## src/rtl/pipe_datapath_if.sv

```systemverilog
// Bundles the control, operand and result signals of pipe_datapath.
// The master side (controller or testbench) drives the controls and
// operands. The slave side (the datapath) drives the results.
interface pipe_datapath_if;
  logic        [4:0]  load;
  logic        [11:0] oe;
  logic        [1:0]  c1;
  logic        [1:0]  c2;
  logic        [3:0]  count;
  logic signed [7:0]  din_a;
  logic signed [7:0]  din_b;
  logic signed [9:0]  dout;
  logic               dout_valid;
  logic               err;
  logic        [2:0]  err_code;

  modport master (
    output load, oe, c1, c2, count, din_a, din_b,
    input  dout, dout_valid, err, err_code
  );

  modport slave (
    input  load, oe, c1, c2, count, din_a, din_b,
    output dout, dout_valid, err, err_code
  );
endinterface

```

## src/rtl/pipe_datapath.sv

```systemverilog
// Two-ALU register datapath with five 10-bit registers, R0..R4.
// ALU1 feeds R0..R3 and ALU2 feeds R4.
// A sticky error monitor flags three conditions:
//   - contention on a one-hot operand select
//   - a write attempted with a no-op opcode
//   - an illegal controller step sequence
module pipe_datapath (
  input  logic          clk,
  input  logic          reset,
  pipe_datapath_if.slave bus
);
  typedef enum logic {SEQ_FIRST, SEQ_TRACK} seq_state_e;

  logic signed [9:0] r_q [5];
  logic signed [9:0] r_d [5];
  logic              dout_valid_q, dout_valid_d;
  logic        [2:0] err_code_q, err_code_d;
  seq_state_e        seq_q, seq_d;
  logic        [3:0] prev_q, prev_d;

  logic signed [9:0] a_ext, b_ext;
  logic signed [9:0] op1_a, op1_b, op2_a, op2_b;
  logic signed [9:0] alu1_y, alu2_y;
  logic              contention, nop1, nop2, r4_write, nop_err, seq_err;

  // AND-OR mux on a one-hot select.
  // An all-zero select yields 0.
  // A multi-hot select yields garbage, but such cycles never write.
  function automatic logic signed [9:0] pick(input logic [2:0] s,
                                             input logic signed [9:0] x,
                                             input logic signed [9:0] y,
                                             input logic signed [9:0] z);
    return ({10{s[0]}} & x) | ({10{s[1]}} & y) | ({10{s[2]}} & z);
  endfunction

  function automatic logic multi_hot(input logic [2:0] s);
    return (s[0] & s[1]) | (s[0] & s[2]) | (s[1] & s[2]);
  endfunction

  // Operand selection, both ALUs, and the write and error decision for this cycle
  always_comb begin
    // NOTE: every signal written here gets a value before any branch, so no latch is inferred.
    a_ext = {{2{bus.din_a[7]}}, bus.din_a};
    b_ext = {{2{bus.din_b[7]}}, bus.din_b};

    op1_a = pick(bus.oe[2:0],  r_q[0], r_q[1], a_ext);
    op1_b = pick(bus.oe[5:3],  r_q[0], r_q[1], b_ext);
    op2_a = pick(bus.oe[8:6],  r_q[2], r_q[3], r_q[4]);
    op2_b = pick(bus.oe[11:9], r_q[2], r_q[3] >>> 1, r_q[2] >>> 3);

    contention = multi_hot(bus.oe[2:0]) | multi_hot(bus.oe[5:3]) |
                 multi_hot(bus.oe[8:6]) | multi_hot(bus.oe[11:9]);
    nop1 = (bus.c1 == 2'b11);
    nop2 = (bus.c2 == 2'b11);

    unique case (bus.c1)
      2'b00:   alu1_y = op1_a[9] ? -op1_a : op1_a;
      2'b01:   alu1_y = (op1_a < op1_b) ? op1_a : op1_b;
      2'b10:   alu1_y = (op1_a > op1_b) ? op1_a : op1_b;
      default: alu1_y = op1_a;
    endcase

    unique case (bus.c2)
      2'b00:   alu2_y = op2_a + op2_b;
      2'b01:   alu2_y = op2_a - op2_b;
      2'b10:   alu2_y = (op2_a > op2_b) ? op2_a : op2_b;
      default: alu2_y = op2_a;
    endcase

    r_d = r_q;
    if (!contention) begin
      if (bus.load[0])          r_d[0] = nop1 ? a_ext : alu1_y;
      if (bus.load[1])          r_d[1] = nop1 ? b_ext : alu1_y;
      if (bus.load[2] && !nop1) r_d[2] = alu1_y;
      if (bus.load[3] && !nop1) r_d[3] = alu1_y;
      if (bus.load[4] && !nop2) r_d[4] = alu2_y;
    end
    r4_write     = !contention && bus.load[4] && !nop2;
    dout_valid_d = r4_write;
    nop_err      = ((bus.load[2] | bus.load[3]) & nop1) | (bus.load[4] & nop2);
  end

  // Sequence monitor: the first step after reset is free.
  // After that, each step must repeat, advance by one, or restart at 0.
  always_comb begin
    seq_err = (bus.count > 4'd9);
    if (seq_q == SEQ_TRACK && bus.count != prev_q &&
        bus.count != prev_q + 4'd1 && bus.count != 4'd0)
      seq_err = 1'b1;
    seq_d      = SEQ_TRACK;
    prev_d     = bus.count;
    err_code_d = err_code_q | {seq_err, nop_err, contention};
  end

  // State registers.
  // Reset overrides every simultaneous load, select and count input.
  always_ff @(posedge clk) begin
    // NOTE: sequential state uses non-blocking assignments so all flops update together.
    if (reset) begin
      // NOTE: the register file is reset entry by entry; the reset value is architecturally visible on dout.
      for (int i = 0; i < 5; i++) r_q[i] <= '0;
      dout_valid_q <= 1'b0;
      err_code_q   <= '0;
      seq_q        <= SEQ_FIRST;
      prev_q       <= '0;
    end else begin
      for (int i = 0; i < 5; i++) r_q[i] <= r_d[i];
      dout_valid_q <= dout_valid_d;
      err_code_q   <= err_code_d;
      seq_q        <= seq_d;
      prev_q       <= prev_d;
    end
  end

  assign bus.dout       = r_q[4];
  assign bus.dout_valid = dout_valid_q;
  assign bus.err_code   = err_code_q;
  assign bus.err        = |err_code_q;
endmodule

```

## src/flat_wrapper.sv

```systemverilog
// flat-port wrapper written by rule: the top's interface ports become plain ports
module pipe_datapath_flat 
  (clk, reset, bus_load, bus_oe, bus_c1, bus_c2, bus_count, bus_din_a, bus_din_b, bus_dout, bus_dout_valid, bus_err, bus_err_code);
  pipe_datapath_if bus_i ();
  input  logic clk;
  input  logic reset;
  input wire logic [$bits(bus_i.load)-1:0] bus_load;
  input wire logic [$bits(bus_i.oe)-1:0] bus_oe;
  input wire logic [$bits(bus_i.c1)-1:0] bus_c1;
  input wire logic [$bits(bus_i.c2)-1:0] bus_c2;
  input wire logic [$bits(bus_i.count)-1:0] bus_count;
  input wire logic [$bits(bus_i.din_a)-1:0] bus_din_a;
  input wire logic [$bits(bus_i.din_b)-1:0] bus_din_b;
  output wire logic [$bits(bus_i.dout)-1:0] bus_dout;
  output wire logic [$bits(bus_i.dout_valid)-1:0] bus_dout_valid;
  output wire logic [$bits(bus_i.err)-1:0] bus_err;
  output wire logic [$bits(bus_i.err_code)-1:0] bus_err_code;
  assign bus_i.load = bus_load;
  assign bus_i.oe = bus_oe;
  assign bus_i.c1 = bus_c1;
  assign bus_i.c2 = bus_c2;
  assign bus_i.count = bus_count;
  assign bus_i.din_a = bus_din_a;
  assign bus_i.din_b = bus_din_b;
  assign bus_dout = bus_i.dout;
  assign bus_dout_valid = bus_i.dout_valid;
  assign bus_err = bus_i.err;
  assign bus_err_code = bus_i.err_code;
  pipe_datapath u_core (.clk(clk), .reset(reset), .bus(bus_i));
endmodule
```

## config.mk

```make
export PLATFORM = sky130hd
export DESIGN_NAME = pipe_datapath_flat
export DESIGN_NICKNAME = d
export VERILOG_FILES = /design/src/rtl/pipe_datapath_if.sv /design/src/rtl/pipe_datapath.sv /design/src/flat_wrapper.sv
export SDC_FILE = /design/constraint.sdc
export NUM_CORES = 1
export LEC_CHECK = 0
export CELL_PAD_IN_SITES_DETAIL_PLACEMENT = 0
export CELL_PAD_IN_SITES_GLOBAL_PLACEMENT = 2
export CORE_AREA = 2 2 131 133
export CTS_CLUSTER_DIAMETER = 80
export DETAILED_ROUTE_END_ITERATION = 16
export DIE_AREA = 0 0 133 135
export GPL_ROUTABILITY_DRIVEN = 0
export PLACE_DENSITY = 0.74
export SETUP_SLACK_MARGIN = 0.15
export SLEW_MARGIN = 5
export SYNTH_ARGS = -nofsm -noshare
export SYNTH_HDL_FRONTEND = slang
export SYNTH_SLANG_ARGS = --single-unit
```

## constraint.sdc

```tcl
create_clock -name clk -period 4 [get_ports clk]
set_input_delay 0.6 -clock clk [delete_from_list [all_inputs] [get_ports clk]]
set_output_delay 0.6 -clock clk [all_outputs]
set_load 0.05 [all_outputs]
```

Word-level counts from Yosys, hierarchy flattened
Index checks and enable logic that the tools add are counted.
{ "op_classes": {"addsub": 4, "magnitude_cmp": 4, "eq_ne": 8, "n_mux": 10, "n_bitwise": 49, "reduce_logical": 20} }
{ "op_table": {"columns": ["operator", "n"], "rows": [
  ["bitwise AND 10 bit", 12],
  ["OR 10 bit", 8],
  ["2-to-1 mux 10 bit", 6],
  ["one-hot mux 10 bit (3 select lines)", 2],
  ["greater-than comparator 10 bit", 2],
  ["bitwise AND 1 bit", 14],
  ["OR 1 bit", 13],
  ["adder 10 bit", 1],
  ["< comparator 10 bit", 1],
  ["negator 10 bit", 1],
  ["AND reduction 2 bit", 5],
  ["subtractor 10 bit", 1],
  ["equality test 2 bit (second input constant)", 4],
  ["logical AND 1 bit", 8],
  ["!= test 4 bit", 2],
  ["adder 4 x 1 -> 4 bit (second input constant)", 1],
  ["equality test 2 x 1 -> 1 bit (second input constant)", 2],
  ["greater-than comparator 4 bit (second input constant)", 1],
  ["logical NOT 2 bit", 2],
  ["nonzero test 4 bit", 1],
  ["logical NOT 1 bit", 3],
  ["OR 3 bit", 1],
  ["OR reduction 3 bit", 1],
  ["2-to-1 mux 1 bit", 2],
  ["inverter 1 bit", 1]
]} }
{ "totals": {"register_bits": 59} }

Logic depth before layout (Yosys ltp)
{ "logic_depth": {"word_depth": 9, "mapped_depth": 15, "mapped_depth_nobuf": 13} }

Worst setup path after synthesis
OpenSTA, ideal clock, no wires.
{ "synth_path": {"path_kind": "in2reg", "start": "in bus_oe[3]", "end": "reg u_core.r_q[34] (netlist bit)", "setup_time_ns": 0.135, "arrival_ns": 3.689, "required_ns": 3.865, "slack_ns": 0.175, "path_stages": 11, "n_path_buf": 1, "cell_sequence": "dlygate4sd3_1 > a222oi_1 > ha_1 > a21o_1 > a211oi_2 > o2111ai_2 > o21ai_4 > nor3_1 > a221o_1 > a311oi_2 > a211oi_1"} }
{ "synth_between": {"elab_chain_len": 8, "word_cells_on_any_way": 18, "cone_classes": "order compare (2); mux (4); bitwise (11); reduce/logical (1)"} }
{ "synth_rtl": {"columns": ["element", "line_no", "text"], "rows": [
  ["start, declared", "flat_wrapper.sv:8", "input wire logic [$bits(bus_i.oe)-1:0] bus_oe;"],
  ["parallel branches: the longest is 8 deep, another holds greater-than comparator 10 bit", null, null],
  ["end, declared", "pipe_datapath.sv:14", "logic signed [9:0] r_q [5];"]
]} }
Parallel ways; which one is timed is not known.
A chain may end at the register's enable or synchronous reset.

Worst setup path in the final report
{ "layout_path": {"start": "in bus_oe[11]", "end": "reg u_core.r_q, in the netlist u_core.bus.dout[4]"} }
{ "layout_between": {"elab_chain_len": 6, "word_cells_on_any_way": 14, "cone_classes": "add/sub (2); order compare (1); mux (2); bitwise (8); reduce/logical (1)"} }
{ "layout_rtl": {"columns": ["element"], "rows": [
  ["parallel branches: the longest is 6 deep, another holds greater-than comparator 10 bit"]
]} }
Parallel ways; which one is timed is not known.

==> impl_metrics.env <==
export IMPL_status="finished clean"
export IMPL_reg2reg_depth=12
export IMPL_syn_inst=622
export IMPL_synth_distinct_cells=77
export IMPL_timing_rr_start="u_core.r_q[24]"
export IMPL_die_y_um=135
export IMPL_end_kind="flip-flop"
export IMPL_stdcell_area_um2=6230
export IMPL_period_share_pct=92.4
export IMPL_min_from="u_core.r_q[10]"
export IMPL_fillers=1678
export IMPL_hold_viol=0
export IMPL_worst_pin_slew_ns=0.702
export IMPL_ioPinCount=58
export IMPL_hold_depth=2
export IMPL_final_core_util_pct=38.0
export IMPL_htreeDepth=3
export IMPL_cp_startpoint="bus_oe[11]"
export IMPL_syn_nets=697
export IMPL_cp_max_fo=9
export IMPL_drive_above_1_share_pct=14.9
export IMPL_arrival_ns=3.89
export IMPL_vias_per_cell=5.58
export IMPL_synth_edf_count=0
export IMPL_cts_made_buffers=9
export IMPL_rsz0062_at_grt="true"
export IMPL_grt_pass1_vias=4938
export IMPL_peakVddDrop_uv=219
export IMPL_synth_ff_type="dfxtp_1"
export IMPL_die_x_um=133
export IMPL_cts_root_buf="clkbuf_16"
export IMPL_start_util_pct=29.8
export IMPL_clock_path_buffers=2
export IMPL_fin_skew_ns=0.00396
export IMPL_grt_pass1_wl_mm=27.5
export IMPL_netlist_area_um2=4900
export IMPL_globalRouteTotalUtil_pct=19.6
export IMPL_max_slew_margin_pct=53.2
export IMPL_syn_to_final_growth_pct=27.3
export IMPL_dr_first_iter_drc_count=625
export IMPL_ys_seq_elements=59
export IMPL_overflow=0
export IMPL_placed_cell_area_um2=5890
export IMPL_min_period_ns=3.70
export IMPL_power_density_nw_per_um2=322
export IMPL_slowest_stage="clkdlybuf4s50_1"
export IMPL_setup_viol_count_final=0
export IMPL_drc=0
export IMPL_post_drt_wl_per_cell_um=19.0
export IMPL_cp_required_ns=4.20
export IMPL_worstPathCellList="clkdlybuf4s50_1, buf_4, a222oi_1, inv_1, ha_1, nor3_1, nand4b_1, and3b_1, a211o_1, buf_4, nor2_1, a2111oi_0, a221oi_1, nor2_1"
export IMPL_core_area_um2=16400
export IMPL_mostFrequentLayoutCell="nor2_1"
export IMPL_clkSlewWorstSetupHoldPaths_ns=0.05
export IMPL_place_hpwl_mm=13.9
export IMPL_dieArea_um2=18000
export IMPL_fmax_mhz=271
export IMPL_ys_seq_area_share_pct=24.1
export IMPL_cp_start_kind="primary input"
export IMPL_nNetsFinal=781
export IMPL_vias=5191
export IMPL_layout_common_cells="68 x nor2_1, 64 x buf_4, 59 x dfxtp_1, 55 x clkdlybuf4s50_1, 52 x nand2_1"
export IMPL_antenna_found_initial=0
export IMPL_antennaDiodeCount=0
export IMPL_finalWirelength_mm=17.7
export IMPL_port_buffers=57
export IMPL_p_leak_nw=2.58
export IMPL_clkSinkCount=59
export IMPL_slowest_delay_ns=0.60
export IMPL_path_class="in -> reg"
export IMPL_clk_latency_ns=0.34
export IMPL_maxCapViolCount=0
export IMPL_drv_slew=0
export IMPL_rows=47
export IMPL_hold_buffers=0
export IMPL_dr_pass1_iters=8
export IMPL_syn_area_per_cell_um2=7.87
export IMPL_cts_tree="done"
export IMPL_final_antenna_net_count=0
export IMPL_yosysWarnings=0
export IMPL_async_flop_share_pct=0
export IMPL_hp_class="reg -> reg"
export IMPL_grt_max_degree=25
## timing repair
action / in CTS / in global routing
setup endpoints to repair: 0 / 21
resized for setup: 0 / 7
setup buffers: 0 / 5
## cells in the mapped netlist, drive strengths merged (4+ instances only)
cell,count,share of area (%)
o22ai,5,0.64
o21ai,43,4.6
dfxtp,59,24
o221ai,4,0.72
inv,33,2.5
clkbuf,31,3.8
a22oi,19,2.9
ha,30,7.7
a211oi,18,3.1
a21oi,38,3.9
a221oi,4,0.84
nor3,19,1.9
a31oi,10,1.3
nor2,70,5.5
o211ai,5,0.77
nand2,52,4.0
buf,18,2.9
a311oi,8,1.7
and2,9,1.2
mux2i,12,2.5
or3,5,0.64
nand3,11,1.1
xor2,5,0.89
a222oi,23,4.7
nor2b,8,1.0
a21o,5,0.77
and3,5,0.64
xnor2,16,2.9
## area by class of cell
class | instances | area [um2] | area share, %
Tap cell | 220 | 275 | 4.42
Multi-Input combinational cell | 480 | 3280 | 52.7
Sequential cell | 59 | 1180 | 18.9
Clock buffer | 14 | 264 | 4.23
Inverter | 33 | 124 | 1.99
Timing Repair Buffer | 123 | 1100 | 17.6
Clock inverter | 2 | 10.0 | 0.161
## where the power goes
part	internal (W)	leakage, nW	switching (W)
clock network	0.000450	0.137	0.000262
logic	0.000302	1.97	0.000379
registers	0.000604	0.479	0.0000134
total	0.00136	2.58	0.000654
## final timing paths
path,end,slack (ns)
setup / recovery,u_core.bus.dout[4],0.30
hold / removal,u_core.r_q[10],0.47
setup reg to reg,u_core.bus.dout[4],0.87
hold reg to reg,u_core.r_q[10],0.47
## critical path: cells and delay by family
family	cells	cell delay [ns]
compound gates	4	1.05
simple gates	5	0.69
fa+ha+maj	1	0.39
buf+inv	4	1.16
## state kept, by name, indices dropped and copies added (netlist names)
| signal | cells |
|---|---|
| u_core.bus.err_code | 3 |
| u_core.r_q | 40 |
| u_core.bus.dout_valid | 1 |
| u_core.bus.dout | 10 |
| u_core.seq_q | 1 |
| u_core.prev_q | 4 |
## metal layers
layer	part of all wire [%]	global-route usage [%]
met5	0	0
met4	1.4	5.85
met3	6.7	4.13
met2	44	29.9
met1	48	27.9
## through the flow
step           power [W]  TNS [ns]  worst slack, ns  std cells  hold slack [ns]
2_1_floorplan    0.00103         0            0.175        622            0.435
3_3_place_gp     0.00128    -0.229          -0.0491        910            0.474
3_5_place_dp     0.00128    -0.643           -0.100        910            0.471
4_1_cts          0.00200         0            0.228        926            0.479
5_1_grt          0.00211         0            0.131        931            0.500
6_report         0.00201         0            0.305        931            0.474
## cells by family (layout without fill, tap and decap cells)
family / after synthesis / in the layout / synth area share (%)
compound gates: 218 / 218 / 32.9
xor+xnor: 21 / 21 / 3.76
fa+ha+maj: 32 / 32 / 8.48
buf+inv: 83 / 172 / 9.43
flops: 59 / 59 / 24.1
mux: 12 / 12 / 2.45
simple gates: 197 / 197 / 18.9
(Power assumes the default switching activity.)
